===== config.mk =====
export PLATFORM = sky130hd
export DESIGN_NAME = layer1_neuron_mac
export DESIGN_NICKNAME = d
export VERILOG_FILES = /design/src/rtl/nn_pkg.sv /design/src/rtl/layer1_neuron_mac_mac16.sv /design/src/rtl/layer1_neuron_mac.sv
export SDC_FILE = /design/constraint.sdc
export NUM_CORES = 1
export LEC_CHECK = 0
export ABC_AREA = 1
export CAP_MARGIN = 20
export CELL_PAD_IN_SITES_DETAIL_PLACEMENT = 2
export CELL_PAD_IN_SITES_GLOBAL_PLACEMENT = 2
export CORE_ASPECT_RATIO = 0.8
export CORE_MARGIN = 1.5
export CORE_UTILIZATION = 39
export DETAILED_ROUTE_END_ITERATION = 12
export GPL_TIMING_DRIVEN = 0
export HOLD_SLACK_MARGIN = 0.02
export PLACE_DENSITY_LB_ADDON = 0.1
export SYNTH_ARGS = -nofsm -noshare
export SYNTH_HDL_FRONTEND = slang
export SYNTH_HIERARCHICAL = 1
export SYNTH_SLANG_ARGS = --single-unit

===== constraint.sdc =====
create_clock -name clk -period 16.8 [get_ports clk]
set_input_delay 3.36 -clock clk [delete_from_list [all_inputs] [get_ports clk]]
set_output_delay 3.36 -clock clk [all_outputs]
set_load 0.02 [all_outputs]

===== src/rtl/nn_pkg.sv =====
// Shared neural-net constants and types used by the copy stage and the layer-1 neuron.
// Also holds the ReLU / rescale / saturate output function.
package nn_pkg;

    typedef enum logic [3:0] {
        ST_IDLE = 4'd0,
        ST_RD_X = 4'd1,
        ST_WT_X = 4'd2,
        ST_RD_W = 4'd3,
        ST_WT_W = 4'd4,
        ST_MAC  = 4'd5,
        ST_WR   = 4'd6,
        ST_DONE = 4'd7
    } state_t;

    localparam int          N_DEFAULT        = 784;
    localparam logic [31:0] X_BASE_DEFAULT   = 32'd650_000;
    localparam logic [31:0] W_BASE_DEFAULT   = 32'd700_000;
    localparam logic [31:0] OUT_BASE_DEFAULT = 32'd750_000;
    localparam int          ACC_W            = 40;

    // Negative sums clamp to zero; positive sums drop the fraction bits and clamp to int16 max.
    function automatic logic [15:0] relu_sat(input logic signed [ACC_W-1:0] acc, input int frac);
        logic signed [ACC_W-1:0] shifted;
        shifted = acc >>> frac;
        if (acc < 0)
            return 16'h0000;
        if (shifted > 40'sh00_0000_7FFF)
            return 16'h7FFF;
        return 16'(shifted);
    endfunction

endpackage


===== src/rtl/layer1_neuron_mac_mac16.sv =====
// Signed 16x16 multiply-accumulate into a 40-bit accumulator.
// result_next shows the output word as it will be once the current product is added.
module mac16
    import nn_pkg::*;
#(
    parameter int FRAC = 8
) (
    input  logic        clk,
    input  logic        reset,
    input  logic        clr,
    input  logic        en,
    input  logic [15:0] a,
    input  logic [15:0] b,
    output logic [15:0] result_next
);

    logic signed [31:0]      prod;
    logic signed [ACC_W-1:0] acc_sum;
    logic signed [ACC_W-1:0] acc_d;
    logic signed [ACC_W-1:0] acc_q;

    always_comb begin
        prod        = $signed(a) * $signed(b);
        acc_sum     = acc_q + {{(ACC_W-32){prod[31]}}, prod};
        result_next = relu_sat(acc_sum, FRAC);
        acc_d       = acc_q;
        if (clr)
            acc_d = '0;
        else if (en)
            acc_d = acc_sum;
    end

    always_ff @(posedge clk or posedge reset) begin
        if (reset)
            acc_q <= '0;
        else
            acc_q <= acc_d;
    end

endmodule


===== src/rtl/layer1_neuron_mac.sv =====
// Layer-1 neuron: streams N inputs and N weights from SDRAM, accumulates, applies ReLU/saturation
// and writes one 16-bit result back, then handshakes completion with ready/done.
module layer1_neuron_mac
    import nn_pkg::*;
#(
    parameter int          N         = N_DEFAULT,
    parameter logic [31:0] X_BASE    = X_BASE_DEFAULT,
    parameter logic [31:0] W_BASE    = W_BASE_DEFAULT,
    parameter logic [31:0] OUT_BASE  = OUT_BASE_DEFAULT,
    parameter logic [31:0] ADDR_STEP = 32'd2,
    parameter int          FRAC      = 8
) (
    input  logic        clk,
    input  logic        reset,
    input  logic        waitrequest,
    input  logic        readdatavalid,
    input  logic [15:0] readdata,
    output logic        chipselect,
    output logic [1:0]  byteenable,
    output logic        read_n,
    output logic        write_n,
    output logic [31:0] address,
    output logic [15:0] writedata,
    input  logic        ready,
    output logic        done,
    output logic [31:0] toHexLed
);

    localparam logic [31:0] N_U = 32'(N);

    state_t      state_q, state_d;
    logic [31:0] count_q, count_d;
    logic [15:0] x_q, x_d;
    logic [15:0] w_q, w_d;
    logic        read_n_q, read_n_d;
    logic        write_n_q, write_n_d;
    logic [31:0] address_q, address_d;
    logic [15:0] writedata_q, writedata_d;
    logic        done_q, done_d;
    logic [15:0] result_next;

    mac16 #(.FRAC(FRAC)) u_mac (
        .clk         (clk),
        .reset       (reset),
        .clr         (state_q == ST_IDLE),
        .en          (state_q == ST_MAC),
        .a           (x_q),
        .b           (w_q),
        .result_next (result_next)
    );

    // Each request is raised on the transition into its state so read_n/write_n/address are registered.
    always_comb begin
        state_d     = state_q;
        count_d     = count_q;
        x_d         = x_q;
        w_d         = w_q;
        read_n_d    = read_n_q;
        write_n_d   = write_n_q;
        address_d   = address_q;
        writedata_d = writedata_q;
        done_d      = done_q;
        case (state_q)
            ST_IDLE: begin
                count_d = '0;
                if (ready) begin
                    state_d   = ST_RD_X;
                    read_n_d  = 1'b0;
                    address_d = X_BASE;
                end
            end
            ST_RD_X: begin
                if (!waitrequest) begin
                    read_n_d = 1'b1;
                    state_d  = ST_WT_X;
                end
            end
            ST_WT_X: begin
                if (readdatavalid) begin
                    x_d       = readdata;
                    state_d   = ST_RD_W;
                    read_n_d  = 1'b0;
                    address_d = W_BASE + count_q * ADDR_STEP;
                end
            end
            ST_RD_W: begin
                if (!waitrequest) begin
                    read_n_d = 1'b1;
                    state_d  = ST_WT_W;
                end
            end
            ST_WT_W: begin
                if (readdatavalid) begin
                    w_d     = readdata;
                    state_d = ST_MAC;
                end
            end
            ST_MAC: begin
                count_d = count_q + 32'd1;
                if (count_d < N_U) begin
                    state_d   = ST_RD_X;
                    read_n_d  = 1'b0;
                    address_d = X_BASE + count_d * ADDR_STEP;
                end else begin
                    state_d     = ST_WR;
                    write_n_d   = 1'b0;
                    address_d   = OUT_BASE;
                    writedata_d = result_next;
                end
            end
            ST_WR: begin
                if (!waitrequest) begin
                    write_n_d = 1'b1;
                    done_d    = 1'b1;
                    state_d   = ST_DONE;
                end
            end
            ST_DONE: begin
                if (!ready) begin
                    done_d  = 1'b0;
                    state_d = ST_IDLE;
                end
            end
            default: state_d = ST_IDLE;
        endcase
    end

    always_ff @(posedge clk or posedge reset) begin
        if (reset) begin
            state_q     <= ST_IDLE;
            count_q     <= '0;
            x_q         <= '0;
            w_q         <= '0;
            read_n_q    <= 1'b1;
            write_n_q   <= 1'b1;
            address_q   <= '0;
            writedata_q <= '0;
            done_q      <= 1'b0;
        end else begin
            state_q     <= state_d;
            count_q     <= count_d;
            x_q         <= x_d;
            w_q         <= w_d;
            read_n_q    <= read_n_d;
            write_n_q   <= write_n_d;
            address_q   <= address_d;
            writedata_q <= writedata_d;
            done_q      <= done_d;
        end
    end

    assign chipselect = 1'b1;
    assign byteenable = 2'b11;
    assign read_n     = read_n_q;
    assign write_n    = write_n_q;
    assign address    = address_q;
    assign writedata  = writedata_q;
    assign done       = done_q;
    assign toHexLed   = {count_q[15:0], writedata_q[11:0], state_q};

endmodule


==> results.json <==
{
  "gr-total-overflow": 0,
  "syn_area_um2": 21970,
  "die_y_um": 215.3,
  "critPathLaunchType": "flip-flop",
  "fillerInstances": 6584,
  "r2r_end": "writedata[5]",
  "pre_cts_slack_ns": 6.780,
  "ctsHoldBuffers": 0,
  "cts_sinks": 157,
  "ctsResizeCount": 0,
  "totalWireLength_mm": 91.64,
  "hold_end": "read_n",
  "maxSlewViolCount": 0,
  "rsz0062_at_grt": "no",
  "path_delay_family": "adder cells",
  "cts_buffer_depth": 2,
  "row_count": 77,
  "crit_top_cell": "nand2_1",
  "ys_types": 56,
  "io_buffers": 101,
  "ys_ff_latch": 157,
  "grtUsageTotal_pct": 32.92,
  "min_from": "read_n",
  "relSlewSlack_pct": 41.30,
  "vias_per_cell": 5.237,
  "finalSetupViolCount": 0,
  "crit_required_ns": 17.21,
  "worst_pin_slew_ns": 0.8805,
  "synth_top_area_cell": "fa_1",
  "dp.cells": 3943,
  "first_global_vias": 24040,
  "worstPathMaxFanout": 10,
  "die_w_um": 268.3,
  "layout-drive-gt1-share_pct": 6.202,
  "synthToLayoutAreaGrowth_pct": 11.89,
  "firstDrtPassIters": 7,
  "post_drt_wl_per_cell_um": 23.05,
  "hp-class": "flip-flop to flip-flop",
  "gp_congestion": 0.9236,
  "finalCritPeriodShare_pct": 60.44,
  "yosysTopAreaCellShare_pct": 23.97,
  "critPathMaxStageDelay_ns": 0.57,
  "synthTopCellsByArea": "fa_1, dfrtp_1, nand2_1, inv_1, ha_1",
  "maxCapViolCount": 0,
  "grt_antenna_before_repair": 1,
  "status": "completed",
  "clock_latency_ns": 0.52,
  "io_pins": 107,
  "arrival_ns": 10.57,
  "antenna_left": 0,
  "finalCriticalPeriod_ns": 10.15,
  "path_class": "flip-flop to flip-flop",
  "hold_ws_ns": 0.4705,
  "dp_hpwl_mm": 76.96,
  "cts_tree": "built",
  "fin_skew_ns": 0.03165,
  "initial_core_util_pct": 39.59,
  "synth_warnings": 6,
  "grt_max_degree": 62,
  "path_clk_slew_ns": 0.08,
  "core_area_um2": 55490,
  "nets": 3622,
  "seq_area_frac_synth_pct": 17.90,
  "worstReg2RegStart": "w_q[3]",
  "drc": 0,
  "path_buf_inv": 9,
  "stdcell_count": 3975,
  "cts_buffers": 17,
  "drt_iter0_markers": 1096,
  "finalWorstSetupSlack_ns": 6.646,
  "whs_path_depth": 2,
  "synthCells": 3086,
  "slowest_stage": "fa_1",
  "htree_levels": 4,
  "hold_viol_final": 0,
  "post-cts-setup-buffers": 0,
  "avgSynthCellArea_um2": 7.118,
  "dr_total_vias": 20820,
  "root_buffer": "clkbuf_16",
  "grt_pass1_wl_mm": 143.0,
  "synth_ff_type": "dfrtp_1",
  "ff2ff_setup_slack_ns": 6.65,
  "synth_edf_count": 0,
  "antenna_cells": 0,
  "finalSetupTns_ns": 0,
  "end_kind": "flip-flop",
  "rr_worst_depth": 42,
  "fmax_mhz": 98.48,
  "die-area_um2": 57770,
  "async_reset_ff_share_pct": 100.0
}
-- worst max-delay path by stage --
stage                start       endpoint  slack, ns  cells past startpoint
floorplan           w_q[3]   writedata[5]       8.91                     42
global placement    w_q[3]  writedata[14]       7.11                     42
detailed placement  w_q[3]   writedata[5]       6.78                     42
CTS                 w_q[3]   writedata[5]       6.63                     42
global route        w_q[3]   writedata[5]       6.06                     43
finish              w_q[3]   writedata[5]       6.65                     42
-- cell type report --
type	instances	area (um^2)	share of cell area, %
inverter	737	2774	11.29
sequential	157	3931	15.99
timing repair buffer	104	1070	4.352
clock buffer	18	439.2	1.787
tap	750	938.4	3.818
clock inverter	14	148.9	0.6058
multi-input combinational	2064	14590	59.37
buffer	131	684.4	2.784
-- cell usage after synthesis (11+ instances only) --
| cell | number |
|---|---|
| xor2_1 | 30 |
| ha_1 | 126 |
| nor3_1 | 11 |
| nand4_1 | 42 |
| o21ai_0 | 126 |
| buf_4 | 37 |
| nor2_2 | 34 |
| nor2_1 | 150 |
| o22ai_1 | 30 |
| xnor2_1 | 32 |
| nand2_1 | 914 |
| fa_1 | 263 |
| clkbuf_1 | 81 |
| or2_2 | 11 |
| nand2_2 | 31 |
| a21oi_1 | 88 |
| inv_1 | 721 |
| dfrtp_1 | 155 |
| nand3_1 | 96 |
-- through the flow --
stage / instance area, um^2 / util, %
global route: 24580 / 44.29
CTS: 24580 / 44.29
finish: 24580 / 44.29
floorplan: 21980 / -
detailed placement: 23990 / 43.23
global placement: 23930 / 43.12
-- routing by layer --
metal	GRT usage [%]	routed length, um
met3	4.331	4310
met1	43.49	40370
met2	55.51	44330
met4	10.77	2628
met5	0	0
-- registers in the layout, indices dropped and copies added (netlist names) --
| register | flops |
|---|---|
| w_q | 16 |
| writedata | 16 |
| read_n | 1 |
| x_q | 16 |
| address | 31 |
| done | 1 |
| u_mac/acc_q | 40 |
| count_q | 32 |
| write_n | 1 |
| state_q | 3 |
-- logic make-up after synthesis --
logic type      synth area share (%)
compound gates                 7.279
other cells                  0.05126
fa+ha+maj                      31.14
xor+xnor                       2.723
flops                          17.90
simple gates                   25.19
buf+inv                        15.72
-- cell usage in the layout (no fill, tap or decap), types with 5 or more instances in the layout --
cell type / count
nor2_4: 7
nor2_2: 34
a21oi_2: 5
o21bai_1: 5
clkbuf_1: 81
nor2_1: 150
dfrtp_1: 155
nor3_1: 11
nand3_1: 96
conb_1: 6
buf_6: 7
xor2_1: 30
o21ai_0: 126
clkdlybuf4s50_1: 101
a21oi_1: 88
a22o_1: 6
buf_2: 7
inv_1: 719
or2_2: 11
nand4_1: 42
xnor2_1: 32
nand2_1: 914
o22ai_1: 30
nand2_2: 31
buf_4: 37
a31oi_1: 8
fa_1: 263
inv_6: 6
clkinv_1: 5
clkbuf_16: 17
ha_1: 126
inv_2: 11
-- worst min-delay path: cells and delay by family (launching register included) --
family / cells / cell delay [ns]
flops: 1 / 0.37
simple gates: 2 / 0.10
Power is not shown: default switching activity piles up to over one toggle a cycle in this logic, so the estimate is an artifact.
